File: config.mk
export PLATFORM = sky130hd
export DESIGN_NAME = alu_cola_ops_flat
export DESIGN_NICKNAME = d
export VERILOG_FILES = /design/src/rtl/alu_cola_ops_if.sv /design/src/rtl/alu_cola_ops.sv /design/src/flat_wrapper.sv
export SDC_FILE = /design/constraint.sdc
export NUM_CORES = 1
export LEC_CHECK = 0
export BUFFER_PORTS_ARGS = -buffer_cell sky130_fd_sc_hd__buf_2
export CAP_MARGIN = 40
export CORE_UTILIZATION = 56
export CTS_CLUSTER_DIAMETER = 100
export DETAILED_ROUTE_END_ITERATION = 7
export GPL_TIMING_DRIVEN = 0
export MAX_ROUTING_LAYER = met4
export PLACE_DENSITY_LB_ADDON = 0.2
export SYNTH_ARGS = -nofsm -noshare
export SYNTH_HDL_FRONTEND = slang
export SYNTH_SLANG_ARGS = --single-unit
File: constraint.sdc
create_clock -name clk -period 4.38 [get_ports clk]
set_clock_uncertainty 0.2 [all_clocks]
set_input_delay 0.657 -clock clk [delete_from_list [all_inputs] [get_ports clk]]
set_output_delay 0.657 -clock clk [all_outputs]
set_load 0.005 [all_outputs]
File: src/rtl/alu_cola_ops_if.sv
// Request and result handshakes of the ALU command queue.
// The DUT side uses the slave modport, the producer/consumer side the master.
interface alu_cola_ops_if #(
  parameter int ANCHO = 32
);
  logic             in_valid;
  logic             in_ready;
  logic [ANCHO-1:0] in_a;
  logic [ANCHO-1:0] in_b;
  logic [2:0]       in_sel;
  logic             res_valid;
  logic             res_ready;
  logic [ANCHO-1:0] res_dato;
  logic [2:0]       res_sel;

  modport master (
    output in_valid, in_a, in_b, in_sel, res_ready,
    input  in_ready, res_valid, res_dato, res_sel
  );

  modport slave (
    input  in_valid, in_a, in_b, in_sel, res_ready,
    output in_ready, res_valid, res_dato, res_sel
  );
endinterface

File: src/rtl/alu_cola_ops.sv
// ALU front-end: request FIFO feeding a combinational ALU, result register out.
// ALU_COLA_CHECK_SEL_EN: drop op codes 101/110 and pulse err_sel instead.
module alu_cola_ops #(
  parameter int PROFUNDIDAD = 4,
  parameter int ANCHO       = 32
) (
  input  logic                         clk,
  input  logic                         rst_n,
  alu_cola_ops_if.slave                bus,
  output logic [ANCHO-1:0]             alu_a,
  output logic [ANCHO-1:0]             alu_b,
  output logic [2:0]                   alu_sel,
  output logic                         alu_enable,
  input  logic [ANCHO-1:0]             alu_salida,
  output logic [$clog2(PROFUNDIDAD):0] ocupacion,
  output logic                         err_sel
);
  localparam int PW = $clog2(PROFUNDIDAD);
  localparam int CW = PW + 1;

  typedef struct packed {
    logic [ANCHO-1:0] a;
    logic [ANCHO-1:0] b;
    logic [2:0]       sel;
  } ent_t;

  ent_t mem_q [PROFUNDIDAD];

  logic [PW-1:0]    wr_q, wr_d;
  logic [PW-1:0]    rd_q, rd_d;
  logic [CW-1:0]    cnt_q, cnt_d;
  logic             rv_q, rv_d;
  logic [ANCHO-1:0] rdat_q, rdat_d;
  logic [2:0]       rsel_q, rsel_d;

  logic hs;
  logic push;
  logic pop;
  logic vacia;

  assign vacia = (cnt_q == '0);
  assign hs    = bus.in_valid && bus.in_ready;
  assign pop   = !vacia && (!rv_q || bus.res_ready);

`ifdef ALU_COLA_CHECK_SEL_EN
  logic bad_sel;
  logic err_q;

  assign bad_sel = (bus.in_sel == 3'b101) || (bus.in_sel == 3'b110);
  assign push    = hs && !bad_sel;
  assign err_sel = err_q;

  always_ff @(posedge clk or negedge rst_n) begin
    if (!rst_n) err_q <= 1'b0;
    else        err_q <= hs && bad_sel;
  end
`else
  assign push    = hs;
  assign err_sel = 1'b0;
`endif

  assign bus.in_ready  = (cnt_q < CW'(PROFUNDIDAD));
  assign bus.res_valid = rv_q;
  assign bus.res_dato  = rdat_q;
  assign bus.res_sel   = rsel_q;
  assign ocupacion     = cnt_q;
  assign alu_enable    = !vacia;

  // Head is forced to zero when empty so the ALU sees a quiet bus.
  always_comb begin
    alu_a   = '0;
    alu_b   = '0;
    alu_sel = '0;
    if (!vacia) begin
      alu_a   = mem_q[rd_q].a;
      alu_b   = mem_q[rd_q].b;
      alu_sel = mem_q[rd_q].sel;
    end
  end

  always_comb begin
    wr_d   = wr_q;
    rd_d   = rd_q;
    cnt_d  = cnt_q + CW'(push) - CW'(pop);
    rv_d   = rv_q;
    rdat_d = rdat_q;
    rsel_d = rsel_q;
    if (push) wr_d = wr_q + PW'(1);
    if (pop) begin
      rd_d   = rd_q + PW'(1);
      rv_d   = 1'b1;
      rdat_d = alu_salida;
      rsel_d = alu_sel;
    end else if (bus.res_ready) begin
      rv_d   = 1'b0;
    end
  end

  always_ff @(posedge clk) begin
    if (push) mem_q[wr_q] <= '{a: bus.in_a, b: bus.in_b, sel: bus.in_sel};
  end

  always_ff @(posedge clk or negedge rst_n) begin
    if (!rst_n) begin
      wr_q   <= '0;
      rd_q   <= '0;
      cnt_q  <= '0;
      rv_q   <= 1'b0;
      rdat_q <= '0;
      rsel_q <= '0;
    end else begin
      wr_q   <= wr_d;
      rd_q   <= rd_d;
      cnt_q  <= cnt_d;
      rv_q   <= rv_d;
      rdat_q <= rdat_d;
      rsel_q <= rsel_d;
    end
  end
endmodule

File: src/flat_wrapper.sv
// flat-port wrapper written by rule: the top's interface ports become plain ports
module alu_cola_ops_flat 
#(
  parameter int PROFUNDIDAD = 4,
  parameter int ANCHO       = 32
)
  (clk, rst_n, alu_a, alu_b, alu_sel, alu_enable, alu_salida, ocupacion, err_sel, bus_in_valid, bus_in_a, bus_in_b, bus_in_sel, bus_res_ready, bus_in_ready, bus_res_valid, bus_res_dato, bus_res_sel);
  alu_cola_ops_if #(.ANCHO(ANCHO)) bus_i ();
  input  logic clk;
  input  logic rst_n;
  output logic [ANCHO-1:0] alu_a;
  output logic [ANCHO-1:0] alu_b;
  output logic [2:0] alu_sel;
  output logic alu_enable;
  input  logic [ANCHO-1:0] alu_salida;
  output logic [$clog2(PROFUNDIDAD):0] ocupacion;
  output logic err_sel;
  input wire logic [$bits(bus_i.in_valid)-1:0] bus_in_valid;
  input wire logic [$bits(bus_i.in_a)-1:0] bus_in_a;
  input wire logic [$bits(bus_i.in_b)-1:0] bus_in_b;
  input wire logic [$bits(bus_i.in_sel)-1:0] bus_in_sel;
  input wire logic [$bits(bus_i.res_ready)-1:0] bus_res_ready;
  output wire logic [$bits(bus_i.in_ready)-1:0] bus_in_ready;
  output wire logic [$bits(bus_i.res_valid)-1:0] bus_res_valid;
  output wire logic [$bits(bus_i.res_dato)-1:0] bus_res_dato;
  output wire logic [$bits(bus_i.res_sel)-1:0] bus_res_sel;
  assign bus_i.in_valid = bus_in_valid;
  assign bus_i.in_a = bus_in_a;
  assign bus_i.in_b = bus_in_b;
  assign bus_i.in_sel = bus_in_sel;
  assign bus_i.res_ready = bus_res_ready;
  assign bus_in_ready = bus_i.in_ready;
  assign bus_res_valid = bus_i.res_valid;
  assign bus_res_dato = bus_i.res_dato;
  assign bus_res_sel = bus_i.res_sel;
  alu_cola_ops #(.PROFUNDIDAD(PROFUNDIDAD), .ANCHO(ANCHO)) u_core (.clk(clk), .rst_n(rst_n), .bus(bus_i), .alu_a(alu_a), .alu_b(alu_b), .alu_sel(alu_sel), .alu_enable(alu_enable), .alu_salida(alu_salida), .ocupacion(ocupacion), .err_sel(err_sel));
endmodule
**After elaboration in Yosys (flattened, before gate mapping)**

Memories as Yosys holds them, arrays and structs flattened.
Cells that the tools add are included.

- Register bits: 43
- Latch bits: 0
- Bits in writable memories: 268
- ROM bits: 0
- Output and inout bits: 109
- Memories: 1

Memories:

| name | depth | width | read ports | clocked after memory_dff | write ports | RTL line | RTL |
|---|---|---|---|---|---|---|---|
| u_core.mem_q | 4 | 67 | 1 | 0 | 1 | alu_cola_ops.sv:27 | `ent_t mem_q [PROFUNDIDAD];` |

- Add/sub/neg operators: 4
- Multipliers: 0
- Div/mod/pow operators: 0
- $lt $le $gt $ge: 1
- Equal/unequal tests: 0
- Shift-type cells: 0
- Mux-type cells: 7
- Bitwise logic cells: 0
- Reductions and logical operators: 7

Operators by type and width:

| cell | number |
|---|---|
| $mux W32 | 2 |
| $add A2 B1 Y2 const B | 2 |
| $mux W1 | 4 |
| $add A3 B1 Y3 | 1 |
| $logic_not A3 Y1 | 1 |
| $lt A3 B3 Y1 const B | 1 |
| $mux W3 | 1 |
| $sub A3 B1 Y3 | 1 |
| $logic_and A1 B1 Y1 | 2 |
| $logic_not A1 Y1 | 2 |
| $reduce_bool A2 Y1 | 1 |
| $logic_or A1 B1 Y1 | 1 |

**Longest topological paths before layout**

Gate-level depths: netlist of the first run.

- Depth in word-level cells: 4
- Mapped depth: 12
- Gate-level depth less buffers: 9

**Least setup slack after synthesis of the first run**

OpenSTA, ideal clock, no wires.

- Path type: in2reg
- Start: input port bus_in_valid
- End: memory u_core.mem_q[0][0] (netlist name) (enable)
- Setup time: 432 ps
- Arrival time: 2597 ps
- Setup slack: 1151 ps
- Stages on the path: 3
- Path buffers: 1
- Path through: and2b_1 -> clkbuf_1 -> and2_1

- Word-level cells in the longest chain between the ends: 3

Ends and longest elaborated chain:

| item | RTL line | RTL |
|---|---|---|
| from (decl) | flat_wrapper.sv:18 | `input wire logic [$bits(bus_i.in_valid)-1:0] bus_in_valid;` |
| $logic_and A1 B1 Y1 | alu_cola_ops.sv:42 | `assign hs = bus.in_valid && bus.in_ready;` |
| named net u_core.hs | alu_cola_ops.sv:36 | `logic hs;` |
| $mux W1 | alu_cola_ops.sv:100 | `if (push) mem_q[wr_q] <= '{a: bus.in_a, b: bus.in_b, sel: bus.in_sel};` |
| $mux W1 (implied by the code) | alu_cola_ops.sv:100 |  |
| to (decl) | alu_cola_ops.sv:27 |  |

The timed path passes the listed nets, and every way through them passes these cells.

**Worst setup path after layout of the first run**

- Start: register u_core.rd_q[1]
- End: output port alu_b[6]

- Word-level cells in the longest chain between the ends: 2

Ends and longest elaborated chain:

| item | RTL line | RTL |
|---|---|---|
| from (decl) | alu_cola_ops.sv:30 | `logic [PW-1:0] rd_q, rd_d;` |
| from (signal assigned) | alu_cola_ops.sv:113 | `rd_q <= rd_d;` |
| $mem_v2 Z4 W67 | -- |  |
| $mux W32 | alu_cola_ops.sv:74 | `if (!vacia) begin` |
| to (decl) | flat_wrapper.sv:12 | `output logic [ANCHO-1:0] alu_b;` |

No other way between the ends.

==> run metrics, run 1 <==
IO Port Bufs=210; standard cell with the maximum stage delay on the critical path=sky130_fd_sc_hd__clkbuf_1; Via Count=5927; number of nets in the synthesized netlist=652; launch instance of the worst register-to-register path=u_core.ocupacion[2]; share of the core filled with cells in the final layout=a little over two thirds; RSZ-0062 raised after global routing=false; vias in the first global route=between 6k and 7k; Sequential Power Share=roughly two fifths; Sw Pwr=0.00269 W; clk slew on worst S/H paths=about 0.06 ns; Hold/Removal Path Class=primary input to flip-flop; share of cells above drive strength 1=47.7%; TritonCTS clock tree=built; post-layout instance count excluding filler cells=about 1.1k; Synth Register Bits=a little over 300; total number of yosys warnings=0; Post-Syn Instances=542; row count=53; number of clock buffers inserted by TritonCTS=31; sum of overflow across all layers after global routing=0; antenna-violating nets left=0; area enclosed by the die boundary=22000 sq um; post-route setup TNS=0 ns; initial DRC count=364; Initial DRT Pass Iterations=4; Reg2Reg Setup Slack=roughly 1.4 ns; DRC errors left=0; cell chain of the critical path=clkbuf_1, clkbuf_1, buf_2, mux4_2, and2_1, buf_2; layout filler cell count=about 1.3k; cell type with the largest total area after synthesis=sky130_fd_sc_hd__edfxtp_1; largest net degree at the start of global routing=42; Internal Pwr Total=slightly above 0.007 W; Pwr per Cell Area=around 680 nW/um^2; insertion delay to the later sink of the worst-skew pair=between 0.5 and 0.6 ns; cell types occupying the most area after synthesis=sky130_fd_sc_hd__edfxtp_1 (67%), sky130_fd_sc_hd__mux4_2 (13%), sky130_fd_sc_hd__dfrtp_1 (9.0%), sky130_fd_sc_hd__and2_1 (3.7%), sky130_fd_sc_hd__mux2_4 (3.5%); total track usage=between 20% and 30%; biggest fanout along the worst timing path=10; global placement routability congestion=roughly 0.76; critical setup path kind=flip-flop to primary output; sequential cell area fraction in the yosys report=76.0%; critical path buffer and inverter count=4; post-route cell area=between 10000 and 15000 sq um; wire length after detailed routing=~23000 microns; top cell type's share of synthesized area=67.1%; longest individual stage delay on the worst path=0.50 ns; number of placed I/O pins=~210; final worst-path cycle share=80.1%; leakage=around 5.4 nW; capturing point of the worst reg2reg path=u_core.ocupacion[2]; Netlist Area Pre-Place=about 12000 sq um; detailed-placement wirelength estimate=around 15000 microns; Fin. Hold Viols=0; kind of start point of the critical path=flip-flop; Synth-to-Final Area Change=22.0%; root buffer cell=sky130_fd_sc_hd__clkbuf_16; post-placement cell count=1032; sort of element at the end of the critical path=primary output; Hold Path Depth=1; worst ir drop on vdd=approximately 0.47 mV; synthesized area per cell=between 20 and 25 sq um; count of final setup violators=0; depth of the CTS H-tree=1; cell family with the largest share of critical-path delay=buffers and inverters; vertical extent of the die=about 150 microns; transition time at the pin with the least slew margin=0.692 ns; CTS sink count=roughly 310; post-CTS setup buffers=0; initial antenna violation count=5; headroom to the max-slew limit=53.9%; area of the core=~21000 sq um; initial core utilization=57.1%; CTS Buffer Depth=3; via/cell ratio=5.41; DR WL/cell=roughly 21 microns; Worst Path Required=3.52 ns; power after layout=0.00989 W; Worst Hold Path EP=u_core.mem_q[1][3]; arrival time at the worst endpoint=between 2 and 3 ns; final worst path period need=around 3.5 ns; status=finished clean; Min-Delay Startpoint=bus_in_b[0]; combinational share of power=31.8%; switching portion of total power=between 20 and 30%; Max Transition Viols Final=0; wire length of the first global-routing pass=35400 microns; count of distinct cell types in the synthesized netlist=24; maximum clock frequency=~290 MHz; reg2reg path depth=12; Post-layout nets=approximately 900; Die Width=approximately 150 microns; Placed Area=roughly 14000 sq um; reported max-cap violation count=0; clock network power share=28.3%
## per-layer routing
layer	routed length (microns)	track usage, %	vias up
met5	0	-	-
met4	539	6.49	0
met3	1560	4.82	37
met2	11600	36.4	229
met1	9470	28.3	3014
li1	-	-	2647
## area by class of cell
| type | count | area [sq um] | share of cell area, % |
|---|---|---|---|
| flip-flops and latches | 311 | 9120 | 62.3 |
| multi-input cells | 194 | 2650 | 18.1 |
| repair buffers | 216 | 1170 | 7.98 |
| clock buffers | 36 | 825 | 5.63 |
| well taps | 275 | 344 | 2.35 |
| clock inverters | 21 | 284 | 1.94 |
| plain buffers | 30 | 205 | 1.40 |
| inverters | 7 | 26.3 | 0.179 |
| diodes | 5 | 12.5 | 0.0854 |
## cells in the mapped netlist
| library cell | instances |
|---|---|
| sky130_fd_sc_hd__and2_1 | 71 |
| sky130_fd_sc_hd__and2_4 | 1 |
| sky130_fd_sc_hd__and2b_1 | 1 |
| sky130_fd_sc_hd__buf_12 | 4 |
| sky130_fd_sc_hd__buf_2 | 10 |
| sky130_fd_sc_hd__buf_4 | 2 |
| sky130_fd_sc_hd__buf_6 | 1 |
| sky130_fd_sc_hd__clkbuf_1 | 13 |
| sky130_fd_sc_hd__conb_1 | 1 |
| sky130_fd_sc_hd__dfrtp_1 | 43 |
| sky130_fd_sc_hd__edfxtp_1 | 268 |
| sky130_fd_sc_hd__fa_1 | 1 |
| sky130_fd_sc_hd__ha_1 | 6 |
| sky130_fd_sc_hd__inv_1 | 7 |
| sky130_fd_sc_hd__mux2_2 | 7 |
| sky130_fd_sc_hd__mux2_4 | 28 |
| sky130_fd_sc_hd__mux4_2 | 67 |
| sky130_fd_sc_hd__nand2_1 | 1 |
| sky130_fd_sc_hd__nand2b_1 | 2 |
| sky130_fd_sc_hd__nand3_1 | 1 |
| sky130_fd_sc_hd__o21ai_0 | 1 |
| sky130_fd_sc_hd__or3_1 | 1 |
| sky130_fd_sc_hd__xnor2_1 | 4 |
| sky130_fd_sc_hd__xor2_1 | 1 |
## cell usage in the layout, fill, tap and decap left out, drive strengths merged
cell and count:
dlygate4sd3 1, nand2 1, mux2 35, and2 72, nand2b 2, ha 6, clkinvlp 4, nand3 1
fa 1, clkinv 10, and2b 1, bufinv 7, o21ai 1, xnor2 4, edfxtp 268, buf 232
or3 1, mux4 67, clkbuf 49, xor2 1, conb 1, dfrtp 43, inv 7, diode 5
## state kept, by name, indices dropped and copies added (netlist names)
signal,flops
u_core.rd_q,2
u_core.bus.res_sel,3
u_core.mem_q,268
u_core.bus.res_dato,32
u_core.bus.res_valid,1
u_core.wr_q,2
u_core.ocupacion,3
## what timing repair did
action / CTS / global route
hold buffers: 1 / 0
resized for setup: 0 / 0
hold endpoints to repair: 43 / 0
## logic make-up (layout without fill, tap and decap cells)
| logic type | count (synthesis) | after routing | share of synthesized area, % |
|---|---|---|---|
| AO/OA/AOI/OAI | 1 | 1 | 0.0417 |
| XOR/XNOR | 5 | 5 | 0.365 |
| adder cells (fa/ha/maj) | 7 | 7 | 0.792 |
| buffers and inverters | 37 | 310 | 1.93 |
| flip-flops | 311 | 311 | 76.0 |
| multiplexers | 102 | 102 | 16.7 |
| other | 1 | 6 | 0.0313 |
| AND/OR/NAND/NOR | 78 | 78 | 4.07 |
## worst max-delay path by stage
stage,slack (ns),to,from,cells after the start
after global placement,-0.14,u_core.mem_q[1][38],bus_in_valid,4
after detailed placement,1.34,alu_a[27],u_core.rd_q[1],6
after global routing,0.68,alu_a[27],u_core.rd_q[1],6
after CTS,0.77,alu_a[27],u_core.rd_q[1],6
after floorplan,1.15,u_core.mem_q[0][0],bus_in_valid,3
final,0.87,alu_b[6],u_core.rd_q[1],6
## per-stage QoR
step           setup WS, ns  hold slack, ns
2_1_floorplan          1.15           0.161
3_3_place_gp         -0.144           0.284
3_5_place_dp           1.34           0.268
4_1_cts               0.766           0.110
5_1_grt               0.680           0.103
6_report              0.873           0.132
## power groups by stage
stage | Sequential [W] | Clock (W) | Combinational [W]
floorplan | 0.00400 | 0 | 0.00195
detailed placement | 0.00401 | 0 | 0.00320
CTS | 0.00395 | 0.00286 | 0.00323
finish | 0.00394 | 0.00280 | 0.00314
global placement | 0.00401 | 0 | 0.00309
global route | 0.00399 | 0.00297 | 0.00344
Power figures use the tool's default switching activity.
==> inputs of run 2 (changes only) <==
- CORE_UTILIZATION: 56 -> 50
- clock period: 4.38 -> 2.9 ns (I/O delays scaled with it)
==> run 2 against run 1 <==
Worst setup slack got worse by 0.79 ns. Hold slack worse by 0.063 ns. Flip-flop and latch count did not move. Sequential share of layout area decreased by 4.0 points. Non-clock buffer count is 108 higher. Largest cell class unchanged. Final cell count rose by 14%. Routed wire length up 4.6%. Critical endpoint is now alu_b[10]. Sequential power up 52%.
==> run metrics, run 2 (synthesized netlist as in run 1, its figures left out) <==
Reg2Reg Setup Slack=between 0.1 and 0.15 ns; reported max-cap violation count=0; leakage=between 5 and 6 nW; most frequent cells in the layout=sky130_fd_sc_hd__edfxtp_1 (268), sky130_fd_sc_hd__buf_2 (212), sky130_fd_sc_hd__dlygate4sd3_1 (100); Synth-to-Final Area Change=30.4%; wire length of the first global-routing pass=36900 microns; most common library cell in the layout ignoring fill and taps=sky130_fd_sc_hd__edfxtp_1; combinational share of power=34.6%; cell family with the largest share of critical-path delay=buffers and inverters; final worst-path cycle share=around 97%; Sequential Power Share=40.5%; met2 GRT Util=between 30% and 40%; clk slew on worst S/H paths=0.06 ns; arrival time at the worst endpoint=between 2 and 2.5 ns; sort of element at the end of the critical path=primary output; launch instance of the worst register-to-register path=u_core.ocupacion[2]; post-placement cell count=~1.1k; Post-layout nets=a little over 1k; Max Transition Viols Final=0; met1 demand-to-capacity share in global routing=about a quarter; sum of overflow across all layers after global routing=0; Hold/Removal Path Class=primary input to asynchronous set/reset pin; DRC errors left=0; post-route setup TNS=0 ns; share of cells above drive strength 1=a little over two fifths; initial antenna violation count=0; row count=56; vias in the first global route=6806; number of placed I/O pins=roughly 210; initial DRC count=around 330; most heavily used metal layer in global routing=met2; global placement routability congestion=a little over 0.7; maximum clock frequency=between 300 and 400 MHz; combined area of the multi-input logic cells=2660 sq um; via/cell ratio=5.11; Die Width=between 150 and 200 microns; clock network power share=between 20% and 30%; TritonCTS clock tree=built; worst ir drop on vdd=0.653 mV; layout filler cell count=~1.6k; CTS Buffer Depth=3; switching portion of total power=about 28%; reg2reg path depth=12; Pwr per Cell Area=between 900 and 1000 nW/um^2; number of clock buffers inserted by TritonCTS=31; wire length after detailed routing=approximately 24000 microns; capturing point of the worst reg2reg path=u_core.ocupacion[2]; Fin. Hold Viols=0; post-layout instance count excluding filler cells=between 1k and 1.5k; longest individual stage delay on the worst path=slightly below 0.4 ns; area enclosed by the die boundary=24600 sq um; depth of the CTS H-tree=1; depth of the critical timing path with buffers and inverters included=6; headroom to the max-slew limit=63.3%; critical path buffer and inverter count=4; antenna-violating nets left=0; Initial DRT Pass Iterations=4; final worst path period need=2.82 ns; transition time at the pin with the least slew margin=around 0.55 ns; standard cell with the maximum stage delay on the critical path=sky130_fd_sc_hd__dfrtp_1; detailed-placement wirelength estimate=between 10000 and 15000 microns; Via Count=6353; RSZ-0062 raised after global routing=true; critical setup path kind=flip-flop to primary output; root buffer cell=sky130_fd_sc_hd__clkbuf_16; Internal Pwr Total=0.0106 W; Largest Register=u_core.mem_q; CTS sink count=just over 300; number of flip-flops in the largest register=between 200 and 300; flip-flop and latch area=about 9100 sq um; total track usage=about a fifth; DR WL/cell=roughly 20 microns; initial core utilization=between 50% and 60%; IO Port Bufs=210; status=finished clean; vertical extent of the die=approximately 160 microns; Worst Path Required=~2.3 ns; count of inserted antenna diode cells=0; insertion delay to the later sink of the worst-skew pair=roughly 0.55 ns; Sw Pwr=just over 0.004 W; biggest fanout along the worst timing path=10; global routing met3 resource utilization=under 10%; area of the core=23500 sq um; largest net degree at the start of global routing=37; count of final setup violators=0; kind of start point of the critical path=flip-flop; cell chain of the critical path=or3_1, buf_6, buf_4, clkbuf_1, and2_1, buf_2
[run 2: cell count changes in the layout (fill, tap and decap cells not counted), moves of 3 or more]
cell	delta
sky130_fd_sc_hd__bufinv_16	-6
sky130_fd_sc_hd__clkinvlp_4	-3
sky130_fd_sc_hd__clkbuf_2	+5
sky130_fd_sc_hd__buf_12	+4
sky130_fd_sc_hd__dlygate4sd3_1	+99
sky130_fd_sc_hd__buf_6	+3
sky130_fd_sc_hd__diode_2	-5
sky130_fd_sc_hd__buf_2	-8
sky130_fd_sc_hd__buf_4	+14
sky130_fd_sc_hd__clkinv_1	+5
sky130_fd_sc_hd__clkbuf_8	-3
[run 2: layout make-up]
| class | count | area share (%) |
|---|---|---|
| plain buffers | 29 | 1.74 |
| clock buffers | 40 | 5.17 |
| clock inverters | 18 | 0.768 |
| inverters | 7 | 0.168 |
| multi-input cells | 194 | 17.0 |
| flip-flops and latches | 311 | 58.3 |
| well taps | 319 | 2.55 |
| repair buffers | 325 | 14.3 |
[run 2: metrics by stage]
stage / area, sq um / worst slack [ns] / power [W] / hold WS [ns] / utilization (%)
4_1_cts: 15600 / 0.00839 / 0.0148 / 0.0427 / 66.3
2_1_floorplan: 12000 / 0.144 / 0.00896 / -0.0606 / -
5_1_grt: 15600 / -0.0147 / 0.0155 / 0.0891 / 66.7
3_5_place_dp: 13600 / -0.129 / 0.0109 / 0.0931 / 57.8
3_3_place_gp: 13500 / -0.168 / 0.0108 / 0.284 / 57.3
6_report: 15600 / 0.0802 / 0.0147 / 0.0693 / 66.7
[run 2: worst max-delay path by stage]
stage	start	end	slack (ns)
final	u_core.ocupacion[2]	alu_b[10]	0.08
after detailed placement	u_core.rd_q[1]	alu_a[26]	-0.13
after global placement	bus_in_valid	u_core.mem_q[1][37]	-0.17
after global routing	u_core.ocupacion[2]	alu_b[14]	-0.01
after CTS	u_core.rd_q[0]	alu_b[23]	0.008
after floorplan	u_core.ocupacion[2]	u_core.ocupacion[2]	0.14
[run 2: metal layers]
metal | vias to the layer above | wire, microns | share of wire (%)
li1 | 2867 | - | -
met1 | 3226 | 9870 | 41
met2 | 215 | 12400 | 51
met3 | 45 | 1480 | 6.1
met4 | 0 | 528 | 2.2
met5 | - | 0 | 0
[run 2: what timing repair did]
| item | in CTS | in global routing |
|---|---|---|
| endpoints found under the setup margin | 68 | 24 |
| resized for setup | 23 | 8 |
| hold endpoints to repair | 343 | 0 |
| pin swaps | 0 | 1 |
| hold buffers | 100 | 0 |
| setup buffers | 2 | 8 |
[run 2: power groups by stage]
stage	Clock, W	Combinational [W]	Sequential, W
2_1_floorplan	0	0.00295	0.00602
3_3_place_gp	0	0.00473	0.00602
3_5_place_dp	0	0.00484	0.00605
4_1_cts	0.00372	0.00509	0.00597
5_1_grt	0.00389	0.00558	0.00603
6_report	0.00366	0.00510	0.00597
==> inputs of run 3 (changes only) <==
- ABC_AREA: default -> 1
- CAP_MARGIN: 40 -> 20
- CORE_UTILIZATION: 50 -> 51
- CTS_CLUSTER_DIAMETER: 100 -> 200
==> run 3 against run 2 <==
Hold slack lost 0.056 ns. Final cell count grew 52%. Routed wire length grew 28%.
==> run metrics, run 3 <==
status=finished clean; Reg2Reg Setup Slack=0.26 ns; Die Width=roughly 160 microns; sequential cell area fraction in the yosys report=a little over 70%; vias in the first global route=between 9k and 10k; sum of overflow across all layers after global routing=0; vertical extent of the die=~160 microns; worst ir drop on vdd=roughly 0.67 mV; predominant post-synthesis flop cell=sky130_fd_sc_hd__edfxtp_1; cell types occupying the most area after synthesis=sky130_fd_sc_hd__edfxtp_1 (63%), sky130_fd_sc_hd__nand2_1 (15%), sky130_fd_sc_hd__dfrtp_1 (8.4%), sky130_fd_sc_hd__inv_1 (4.1%), sky130_fd_sc_hd__nand3_1 (2.9%); top cell type's share of synthesized area=62.9%; biggest fanout along the worst timing path=10; RSZ-0062 raised after global routing=true; capturing point of the worst reg2reg path=u_core.ocupacion[2]; antenna-violating nets left=0; Max Transition Viols Final=0; Pwr per Cell Area=between 900 and 1000 nW/um^2; root buffer cell=sky130_fd_sc_hd__clkbuf_16; kind of start point of the critical path=flip-flop; most frequent cells in the layout=sky130_fd_sc_hd__nand2_1 (508), sky130_fd_sc_hd__edfxtp_1 (268), sky130_fd_sc_hd__buf_2 (234); sort of element at the end of the critical path=primary output; number of clock buffers inserted by TritonCTS=34; Synth-to-Final Area Change=31.3%; Initial DRT Pass Iterations=6; count of final setup violators=0; count of distinct cell types in the synthesized netlist=20; Placed Area=roughly 15000 sq um; wire length of the first global-routing pass=between 40000 and 50000 microns; Worst Hold Path EP=u_core.bus.res_valid; DRC errors left=0; most frequent CP cell=sky130_fd_sc_hd__buf_2; number of flip-flops in the largest register=between 200 and 300; number of nets in the synthesized netlist=between 1k and 1.5k; Largest Register=u_core.mem_q; detailed-placement wirelength estimate=approximately 19000 microns; Hold Path Depth=4; combined area of the multi-input logic cells=around 2800 sq um; number of placed I/O pins=approximately 210; synthesized area per cell=around 11 sq um; Netlist Area Pre-Place=12800 sq um; post-placement cell count=approximately 1.7k; Post-layout nets=~1.7k; reported max-cap violation count=0; most frequent cell after synthesis=sky130_fd_sc_hd__nand2_1; CTS Buffer Depth=3; Worst Path Required=about 2.3 ns; power after layout=0.0167 W; fin worst setup slack=around 0.076 ns; headroom to the max-slew limit=between 30% and 40%; share of cells above drive strength 1=around a fifth; area enclosed by the die boundary=approximately 26000 sq um; cell family with the largest share of critical-path delay=buffers and inverters; wire length after detailed routing=about 31000 microns; flip-flop and latch area=roughly 9100 sq um; standard cell with the maximum stage delay on the critical path=sky130_fd_sc_hd__clkbuf_1; maximum clock frequency=roughly 350 MHz; insertion delay to the later sink of the worst-skew pair=about 0.5 ns; Post-Syn Instances=~1.2k; layout filler cell count=about 1.8k; Post-synth top cells=sky130_fd_sc_hd__nand2_1 (508), sky130_fd_sc_hd__edfxtp_1 (268), sky130_fd_sc_hd__inv_1 (141), sky130_fd_sc_hd__nand3_1 (73), sky130_fd_sc_hd__a21oi_1 (64); Via Count=9348; DR WL/cell=16.4 microns; arrival time at the worst endpoint=~2.2 ns; row count=57; critical path buffer and inverter count=4; initial antenna violation count=2; leakage=7.61 nW; cell type with the largest total area after synthesis=sky130_fd_sc_hd__edfxtp_1; longest individual stage delay on the worst path=approximately 0.42 ns; cell chain of the critical path=buf_2, inv_2, clkbuf_1, nand3_1, a21oi_1, buf_2; most common library cell in the layout ignoring fill and taps=sky130_fd_sc_hd__nand2_1; Fin. Hold Viols=0; global placement routability congestion=just under 0.8; Hold/Removal Path Class=primary input to flip-flop; Min Hold Slack=0.0135 ns; CTS sink count=around 310; final worst path period need=2.82 ns; clk slew on worst S/H paths=0.06 ns; final worst-path cycle share=around 100%; number of enable-type register cells in the synthesized netlist=between 200 and 300; transition time at the pin with the least slew margin=around 0.97 ns; post-route cell area=between 15000 and 20000 sq um; total number of yosys warnings=0; reg2reg path depth=10; area of the core=about 24000 sq um; post-CTS setup buffers=0; post-layout instance count excluding filler cells=between 1.5k and 2k; Synth Register Bits=between 300 and 400; depth of the CTS H-tree=2; largest net degree at the start of global routing=between 40 and 50; worst slack, placed=about 0.08 ns; TritonCTS clock tree=built; launch instance of the worst register-to-register path=u_core.ocupacion[1]; total track usage=between 20% and 30%; depth of the critical timing path with buffers and inverters included=6; initial DRC count=around 610; Async SR Flop Fraction=approximately 14%; via/cell ratio=between 4 and 5; critical setup path kind=flip-flop to primary output; initial core utilization=between 50% and 60%; Min-Delay Startpoint=bus_res_ready; IO Port Bufs=210
==> run 3: stage by stage <==
stage	TNS [ns]	util, %
after floorplan	-43.02	-
after global placement	-428.47	58.3
after detailed placement	0	59.4
after CTS	0	68.6
after global routing	-0.00444	68.7
final	0	68.7
==> run 3: report_power, final <==
group	leakage (nW)	internal [W]	switching (W)
Clock	0.611	0.00304	0.00167
Combinational	4.04	0.00224	0.00377
Sequential	2.95	0.00570	0.000248
Total	7.61	0.0110	0.00569
==> run 3: cells by family after synthesis <==
logic type	share of synthesized area, %
and+or+nand+nor	18.0
DFF	71.3
buffers and inverters	6.93
AOI/OAI and AO/OA	2.65
adders and majority gates	0.743
xor gates and xnor gates	0.342
other	0.0293
==> run 3: worst min-delay path, delay by kind of cell <==
kind | cells | cell delay (ns)
buf+inv | 2 | 0.13
simple gates | 2 | 0.11
==> run 3: what timing repair did <==
action,CTS,global route
resized for setup,0,15
endpoints found under the hold margin,343,0
endpoints found under the setup margin,0,8
hold buffers,100,0
==> run 3: how the worst max path moves through the flow <==
stage,startpoint,endpoint,slack (ns)
3_5_place_dp,bus_res_ready,u_core.ocupacion[2],0.08
2_1_floorplan,u_core.ocupacion[2],u_core.mem_q[0][0],-0.16
5_1_grt,u_core.rd_q[1],alu_b[28],-0.004
6_report,u_core.rd_q[1],alu_b[28],0.08
3_3_place_gp,bus_in_valid,u_core.mem_q[0][52],-1.65
4_1_cts,u_core.rd_q[1],alu_a[5],0.01
==> run 3: per-layer routing <==
metal / global-route usage, % / vias to the layer above / wire, microns
met3: 3.64 / 75 / 1840
li1: - / 4526 / -
met4: 9.26 / 0 / 867
met1: 29.9 / 4415 / 12600
met5: - / - / 0
met2: 42.2 / 332 / 15700
==> run 3: area by class of cell <==
class	instances	area share, %
Antenna cell	2	0.0298
Buffer	59	2.10
Clock buffer	43	5.66
Clock inverter	19	1.72
Inverter	145	3.24
Multi-Input combinational cell	670	16.8
Sequential cell	311	54.3
Tap cell	324	2.41
Timing Repair Buffer	320	13.7
